==> config.mk <==
export PLATFORM = sky130hd
export DESIGN_NAME = message_stream_splitter_flat
export DESIGN_NICKNAME = d
export VERILOG_FILES = /design/src/rtl/message_pkg.sv /design/src/rtl/message_stream_splitter_if.sv /design/src/rtl/message_header_decoder.sv /design/src/rtl/message_stream_splitter.sv /design/src/flat_wrapper.sv
export SDC_FILE = /design/constraint.sdc
export NUM_CORES = 1
export LEC_CHECK = 0
export CORE_UTILIZATION = 47
export DETAILED_ROUTE_END_ITERATION = 8
export GPL_TIMING_DRIVEN = 0
export PLACE_DENSITY = 0.82
export SLEW_MARGIN = 20
export SYNTH_ARGS = -nofsm -noshare
export SYNTH_HDL_FRONTEND = slang
export SYNTH_HIERARCHICAL = 1
export SYNTH_SLANG_ARGS = --single-unit
==> constraint.sdc <==
create_clock -name clk -period 6.85 [get_ports clk]
set_input_delay 1.37 -clock clk [delete_from_list [all_inputs] [get_ports clk]]
set_output_delay 1.37 -clock clk [all_outputs]
set_load 0.05 [all_outputs]
==> src/rtl/message_pkg.sv <==
// Shared definitions for the message stream splitter and combiner.
// Holds the header field positions, the splitter FSM state type and the
// header range check used by the header decoder.
package message_pkg;

   // Header field positions, counted down from the word MSB.
   // The flag is the MSB; the stream index sits directly below it.
   localparam int unsigned HDR_FLAG_FROM_MSB  = 0;
   localparam int unsigned HDR_INDEX_FROM_MSB = 1;

   typedef enum logic [0:0] {
      IDLE    = 1'b0,
      PAYLOAD = 1'b1
   } state_t;

   // Mask that keeps the length field (the low log_len bits of a header).
   function automatic logic [31:0] length_mask(input int unsigned log_len);
      return (32'd1 << log_len) - 32'd1;
   endfunction

   // True when the header fields name an existing stream and a legal length.
   function automatic logic header_in_range(input int unsigned index,
                                            input int unsigned length,
                                            input int unsigned n_streams,
                                            input int unsigned max_len);
      return (index < n_streams) && (length <= max_len);
   endfunction

endpackage

==> src/rtl/message_stream_splitter_if.sv <==
// Bus bundle for the message stream splitter: one combined input stream
// and N_STREAMS output lanes plus the sticky error flag.
interface message_stream_splitter_if #(
   parameter int unsigned WIDTH     = 32,
   parameter int unsigned N_STREAMS = 4
);

   // Handshake: valid-only, no ready. in_nd qualifies in_data in the cycle it
   // is high and the word is always consumed; out_nd[k] qualifies lane k of
   // out_data for exactly one cycle, with at most one bit set per cycle.
   logic [WIDTH-1:0]           in_data;
   logic                       in_nd;
   logic [WIDTH*N_STREAMS-1:0] out_data;
   logic [N_STREAMS-1:0]       out_nd;
   logic                       error;

   modport master (
      output in_data,
      output in_nd,
      input  out_data,
      input  out_nd,
      input  error
   );

   modport slave (
      input  in_data,
      input  in_nd,
      output out_data,
      output out_nd,
      output error
   );

endinterface

==> src/rtl/message_header_decoder.sv <==
// Combinational header field extractor. Splits a word into its header flag,
// stream index and payload length, and reports whether index and length are
// within range. `valid` covers only the field ranges; callers combine it
// with `is_header`.
module message_header_decoder
   import message_pkg::*;
#(
   parameter int unsigned N_STREAMS             = 4,
   parameter int unsigned LOG_N_STREAMS         = 2,
   parameter int unsigned WIDTH                 = 32,
   parameter int unsigned MAX_PACKET_LENGTH     = 127,
   parameter int unsigned LOG_MAX_PACKET_LENGTH = 7
) (
   input  logic [WIDTH-1:0]                 word,
   output logic                             is_header,
   output logic [LOG_N_STREAMS-1:0]         index,
   output logic [LOG_MAX_PACKET_LENGTH-1:0] length,
   output logic                             valid
);

   localparam int unsigned FLAG_POS  = WIDTH - 1 - HDR_FLAG_FROM_MSB;
   localparam int unsigned INDEX_TOP = WIDTH - 1 - HDR_INDEX_FROM_MSB;

   logic [WIDTH-1:0] length_bits;
   // Reserved header bits are not decoded; fold them here so they count as read.
   logic             unused_word;

   assign is_header   = word[FLAG_POS];
   assign index       = word[INDEX_TOP -: LOG_N_STREAMS];
   assign length_bits = word & WIDTH'(length_mask(LOG_MAX_PACKET_LENGTH));
   assign length      = length_bits[LOG_MAX_PACKET_LENGTH-1:0];
   assign valid       = header_in_range(32'(index), 32'(length),
                                        N_STREAMS, MAX_PACKET_LENGTH);
   assign unused_word = ^{word, length_bits};

endmodule

==> src/rtl/message_stream_splitter.sv <==
// Message stream splitter: routes each packet (header + L payload words) of
// a combined stream to the output lane named by the header's stream index.
// One-cycle registered latency, no backpressure, sticky protocol error.
// Build option: MESSAGE_STREAM_SPLITTER_STRIP_HEADER_EN consumes accepted
// headers instead of forwarding them; payload timing is unchanged.
module message_stream_splitter
   import message_pkg::*;
#(
   parameter int unsigned N_STREAMS             = 4,
   parameter int unsigned LOG_N_STREAMS         = 2,
   parameter int unsigned WIDTH                 = 32,
   parameter int unsigned MAX_PACKET_LENGTH     = 127,
   parameter int unsigned LOG_MAX_PACKET_LENGTH = 7
) (
   input  logic                       clk,
   input  logic                       reset,
   message_stream_splitter_if.slave   bus,
   output state_t                     state
);

`ifdef MESSAGE_STREAM_SPLITTER_STRIP_HEADER_EN
   localparam bit STRIP_HEADER = 1'b1;
`else
   localparam bit STRIP_HEADER = 1'b0;
`endif

   state_t                           state_q, state_d;
   logic [LOG_N_STREAMS-1:0]         sel_q, sel_d;
   logic [LOG_MAX_PACKET_LENGTH-1:0] remaining_q, remaining_d;

   logic                             hdr_is_header;
   logic [LOG_N_STREAMS-1:0]         hdr_index;
   logic [LOG_MAX_PACKET_LENGTH-1:0] hdr_length;
   logic                             hdr_valid;

   logic                             emit;
   logic [LOG_N_STREAMS-1:0]         emit_lane;
   logic                             set_error;
   logic [N_STREAMS-1:0]             lane_hit;

   logic [WIDTH*N_STREAMS-1:0]       out_data_q;
   logic [N_STREAMS-1:0]             out_nd_q;
   logic                             error_q;

   message_header_decoder #(
      .N_STREAMS             (N_STREAMS),
      .LOG_N_STREAMS         (LOG_N_STREAMS),
      .WIDTH                 (WIDTH),
      .MAX_PACKET_LENGTH     (MAX_PACKET_LENGTH),
      .LOG_MAX_PACKET_LENGTH (LOG_MAX_PACKET_LENGTH)
   ) u_decoder (
      .word      (bus.in_data),
      .is_header (hdr_is_header),
      .index     (hdr_index),
      .length    (hdr_length),
      .valid     (hdr_valid)
   );

   // FSM state, latched stream and payload countdown; reset aborts any packet.
   always_ff @(posedge clk or posedge reset) begin
      if (reset) begin
         state_q     <= IDLE;
         sel_q       <= '0;
         remaining_q <= '0;
      end else begin
         state_q     <= state_d;
         sel_q       <= sel_d;
         remaining_q <= remaining_d;
      end
   end

   // Next state and per-word routing decision; idle cycles change nothing.
   always_comb begin
      state_d     = state_q;
      sel_d       = sel_q;
      remaining_d = remaining_q;
      emit        = 1'b0;
      emit_lane   = sel_q;
      set_error   = 1'b0;
      case (state_q)
         IDLE: begin
            if (bus.in_nd) begin
               if (hdr_is_header && hdr_valid) begin
                  emit      = !STRIP_HEADER;
                  emit_lane = hdr_index;
                  if (hdr_length != '0) begin
                     state_d     = PAYLOAD;
                     sel_d       = hdr_index;
                     remaining_d = hdr_length;
                  end
               end else begin
                  // Stray payload or out-of-range header: drop and flag.
                  set_error = 1'b1;
               end
            end
         end
         PAYLOAD: begin
            if (bus.in_nd) begin
               emit        = 1'b1;
               remaining_d = remaining_q - LOG_MAX_PACKET_LENGTH'(1);
               if (remaining_q == LOG_MAX_PACKET_LENGTH'(1)) begin
                  state_d = IDLE;
               end
            end
         end
         default: state_d = IDLE;
      endcase
   end

   // One-hot lane select for the word being emitted this cycle.
   always_comb begin
      lane_hit = '0;
      for (int k = 0; k < int'(N_STREAMS); k++) begin
         lane_hit[k] = emit && (emit_lane == LOG_N_STREAMS'(k));
      end
   end

   // Output registers: selected lane loads the word, others hold; error is sticky.
   always_ff @(posedge clk or posedge reset) begin
      if (reset) begin
         out_data_q <= '0;
         out_nd_q   <= '0;
         error_q    <= 1'b0;
      end else begin
         out_nd_q <= lane_hit;
         error_q  <= error_q | set_error;
         for (int k = 0; k < int'(N_STREAMS); k++) begin
            if (lane_hit[k]) begin
               out_data_q[k*WIDTH +: WIDTH] <= bus.in_data;
            end
         end
      end
   end

   assign bus.out_data = out_data_q;
   assign bus.out_nd   = out_nd_q;
   assign bus.error    = error_q;
   assign state        = state_q;

endmodule
==> src/flat_wrapper.sv <==
// flat-port wrapper written by rule: the top's interface ports become plain ports
module message_stream_splitter_flat import message_pkg::*;
#(
   parameter int unsigned N_STREAMS             = 4,
   parameter int unsigned LOG_N_STREAMS         = 2,
   parameter int unsigned WIDTH                 = 32,
   parameter int unsigned MAX_PACKET_LENGTH     = 127,
   parameter int unsigned LOG_MAX_PACKET_LENGTH = 7
)
  (clk, reset, state, bus_in_data, bus_in_nd, bus_out_data, bus_out_nd, bus_error);
  message_stream_splitter_if #(.WIDTH(WIDTH), .N_STREAMS(N_STREAMS)) bus_i ();
  input  logic clk;
  input  logic reset;
  output state_t state;
  input wire logic [$bits(bus_i.in_data)-1:0] bus_in_data;
  input wire logic [$bits(bus_i.in_nd)-1:0] bus_in_nd;
  output wire logic [$bits(bus_i.out_data)-1:0] bus_out_data;
  output wire logic [$bits(bus_i.out_nd)-1:0] bus_out_nd;
  output wire logic [$bits(bus_i.error)-1:0] bus_error;
  assign bus_i.in_data = bus_in_data;
  assign bus_i.in_nd = bus_in_nd;
  assign bus_out_data = bus_i.out_data;
  assign bus_out_nd = bus_i.out_nd;
  assign bus_error = bus_i.error;
  message_stream_splitter #(.N_STREAMS(N_STREAMS), .LOG_N_STREAMS(LOG_N_STREAMS), .WIDTH(WIDTH), .MAX_PACKET_LENGTH(MAX_PACKET_LENGTH), .LOG_MAX_PACKET_LENGTH(LOG_MAX_PACKET_LENGTH)) u_core (.clk(clk), .reset(reset), .bus(bus_i), .state(state));
endmodule
==> results.cfg <==
[critical_path]
crit_buf_inv = 3
critical_path_class = input pin to flip-flop
r2r-start = u_core/state$_DFF_PP0_
crit_chain = clkdlybuf4s50_1, buf_4, or4_1, o211ai_2, buf_4, nor3_1, a221oi_1
cp.required_ps = 7160
critPathLaunchType = input pin
cp_slowest_cell = or4_1
startpoint = bus_in_data[2]
cp_top_family = buffers and inverters
crit_path_end_kind = flip-flop
worstPathArrival_ps = 3490
cpPeakStageDelay_ps = 600
crit_fanout = 10
path_common_cell = buf_4

[yosys]
syn_inst = 368
yosysWarnings = 6
syn-num-nets = 405
syn_area_sq_um = 5800
seq_area_frac_synth = 0.617
ys_seq_elements = 143
avgSynthCellArea_sq_um = 15.8
netlist-cell-type-count = 38

[timing]
fin_worst_skew_ps = 5.24
tightest_slew_ps = 568
rsz0062_at_grt = no
setup_tns_ps = 0
report.final.slew_viol_count = 0
slew_headroom = 0.620
final_hold_viol_count = 0
fin_crit_sh = 0.464
final-setup-viol-count = 0
fin_crit_ps = 3180
timing.fmax_mhz = 315

[floorplan]
fp.dieW_microns = 113
start_util = 0.483
num_io_pins = 169
fp-row-count = 40
core_sq_um = 12000
die_y_microns = 113
die_area_sq_um = 12800

[drt]
wire_per_inst_microns = 19.8
wirelength_microns = 14100
drc = 0
drt_iter0_markers = 191
vias = 3678
dr.pass1.iters = 4
via_per_inst = 5.15
antenna_left = 0

[cells_and_area]
antenna_cells = 0
final_cell_mix = clkdlybuf4s50_1 (167), dfrtp_1 (143), mux2_2 (101)
final_common_cell = clkdlybuf4s50_1
drive_above_1_share = 0.342
postLayoutCoreUtil = 0.693
final_nets = 592
syn2layout_area_growth_pct = 43.5

[clocking]
cts_resized = 0
hold_buffers = 0
numCtsBuffers = 17
cts.clk_slew.worst_paths_ps = 60
root_buffer = clkbuf_16
clock_sink_count = 143
post_cts_buffers = 0
htree_levels = 4
clk_latency_ps = 420
clk_path_buf_depth = 2
cts_tree = done

[global_route]
grt_overflow = 0
grt_pass1_vias = 4155
grt_first_pass_wirelength_microns = 22800
grtUsageTotal = 0.239
antenna_found_initial = 0
grt_start_max_net_pins = 103

[hold_path]
worstHoldPathType = flip-flop to flip-flop
hp-start = u_core/bus.error$_DFF_PP0_

[placed_design]
dp_hpwl_microns = 9670
gp_congestion = 0.835
io_buffers = 167

[flow_run]
max-cap-violations = 0

[run_status]
status = finished, final reports clean
## cell usage after synthesis
| library cell | n | share of area |
|---|---|---|
| nand3_2 | 1 | 0.0017 |
| nand4b_4 | 1 | 0.0041 |
| a31oi_1 | 3 | 0.0032 |
| a221oi_1 | 1 | 0.0015 |
| o22a_1 | 4 | 0.0060 |
| buf_2 | 8 | 0.0069 |
| nor4_1 | 2 | 0.0022 |
| or4_1 | 2 | 0.0026 |
| mux2_4 | 29 | 0.075 |
| o211ai_2 | 1 | 0.0022 |
| mux2_2 | 101 | 0.20 |
| nor3b_1 | 1 | 0.0013 |
| and3b_1 | 1 | 0.0015 |
| o21ai_0 | 3 | 0.0026 |
| a211oi_1 | 1 | 0.0013 |
| nor2_1 | 10 | 0.0065 |
| o22ai_1 | 1 | 0.0011 |
| inv_1 | 8 | 0.0052 |
| dfrtp_1 | 143 | 0.62 |
| buf_6 | 5 | 0.0097 |
| a31o_2 | 1 | 0.0015 |
| and4bb_2 | 1 | 0.0022 |
| a21oi_1 | 5 | 0.0043 |
| mux2i_4 | 1 | 0.0039 |
| nand2_1 | 4 | 0.0026 |
| buf_1 | 1 | 0.00065 |
| a41oi_1 | 1 | 0.0015 |
| o211a_1 | 1 | 0.0017 |
| nand3_1 | 1 | 0.00086 |
| ha_1 | 2 | 0.0043 |
| nand4_1 | 1 | 0.0011 |
| nor2_2 | 1 | 0.0011 |
| conb_1 | 1 | 0.00065 |
| mux2i_1 | 1 | 0.0017 |
| buf_4 | 15 | 0.019 |
| a21o_1 | 2 | 0.0026 |
| nor2b_1 | 1 | 0.0011 |
| nor3_1 | 2 | 0.0017 |
## area by class of cell
type	count	area [sq um]
plain buffers	29	213
clock buffers	26	509
clock inverters	5	125
fillers	846	3680
inverters	8	37.5
multi-input cells	188	1980
flip-flops and latches	143	3580
well taps	147	184
repair buffers	168	1700
## registers in the layout (all words and copies together), names as in the netlist
signal	flops
u_core/bus.error	1
u_core/bus.out_data	128
u_core/bus.out_nd	4
u_core/remaining_q	7
u_core/sel_q	2
u_core/state	1
## per-layer routing
| metal | routed length (microns) | track usage | vias to the layer above |
|---|---|---|---|
| met4 | 245 | 0.0939 | 0 |
| li1 | - | - | 1664 |
| met2 | 7160 | 0.389 | 108 |
| met5 | 0 | 0 | - |
| met3 | 1090 | 0.0964 | 19 |
| met1 | 5620 | 0.284 | 1887 |
## cells by family after synthesis
kind of cell             after synthesis  synth area share
AO/OA/AOI/OAI                         24            0.0295
adder cells (fa/ha/maj)                2           0.00431
buffers and inverters                 37            0.0418
flip-flops                           143             0.617
multiplexers                         132             0.277
other                                  1          0.000646
AND/OR/NAND/NOR                       29            0.0304
## metrics by stage
stage                     area (sq um)  hold slack, ps  std cells  setup slack [ps]
final                             8330             483        714              3670
after global placement            7660             487        682             -71.0
after floorplan                   5800             504        368              1640
after CTS                         8330             490        714              3690
after global routing              8330             509        714              3570
after detailed placement          7690             477        683              3250
## path summary, 6_finish.rpt
path	slack, ps	cells after the start	endpoint
worst min register to register	480	1	u_core/bus.error$_DFF_PP0_
min in group asynchronous	1340	2	u_core/bus.out_data[115]$_DFFE_PP0P_
max in group asynchronous	4750	3	u_core/bus.out_data[99]$_DFFE_PP0P_
worst max-delay path	3670	7	u_core/remaining_q[6]$_DFFE_PP0P_
worst max register to register	4710	6	u_core/bus.out_data[66]$_DFFE_PP0P_
worst min-delay path	480	1	u_core/bus.error$_DFF_PP0_
Power is left out: the tool's default activity adds up to more than one toggle a clock period on the data nets, which glitch-free logic cannot reach.
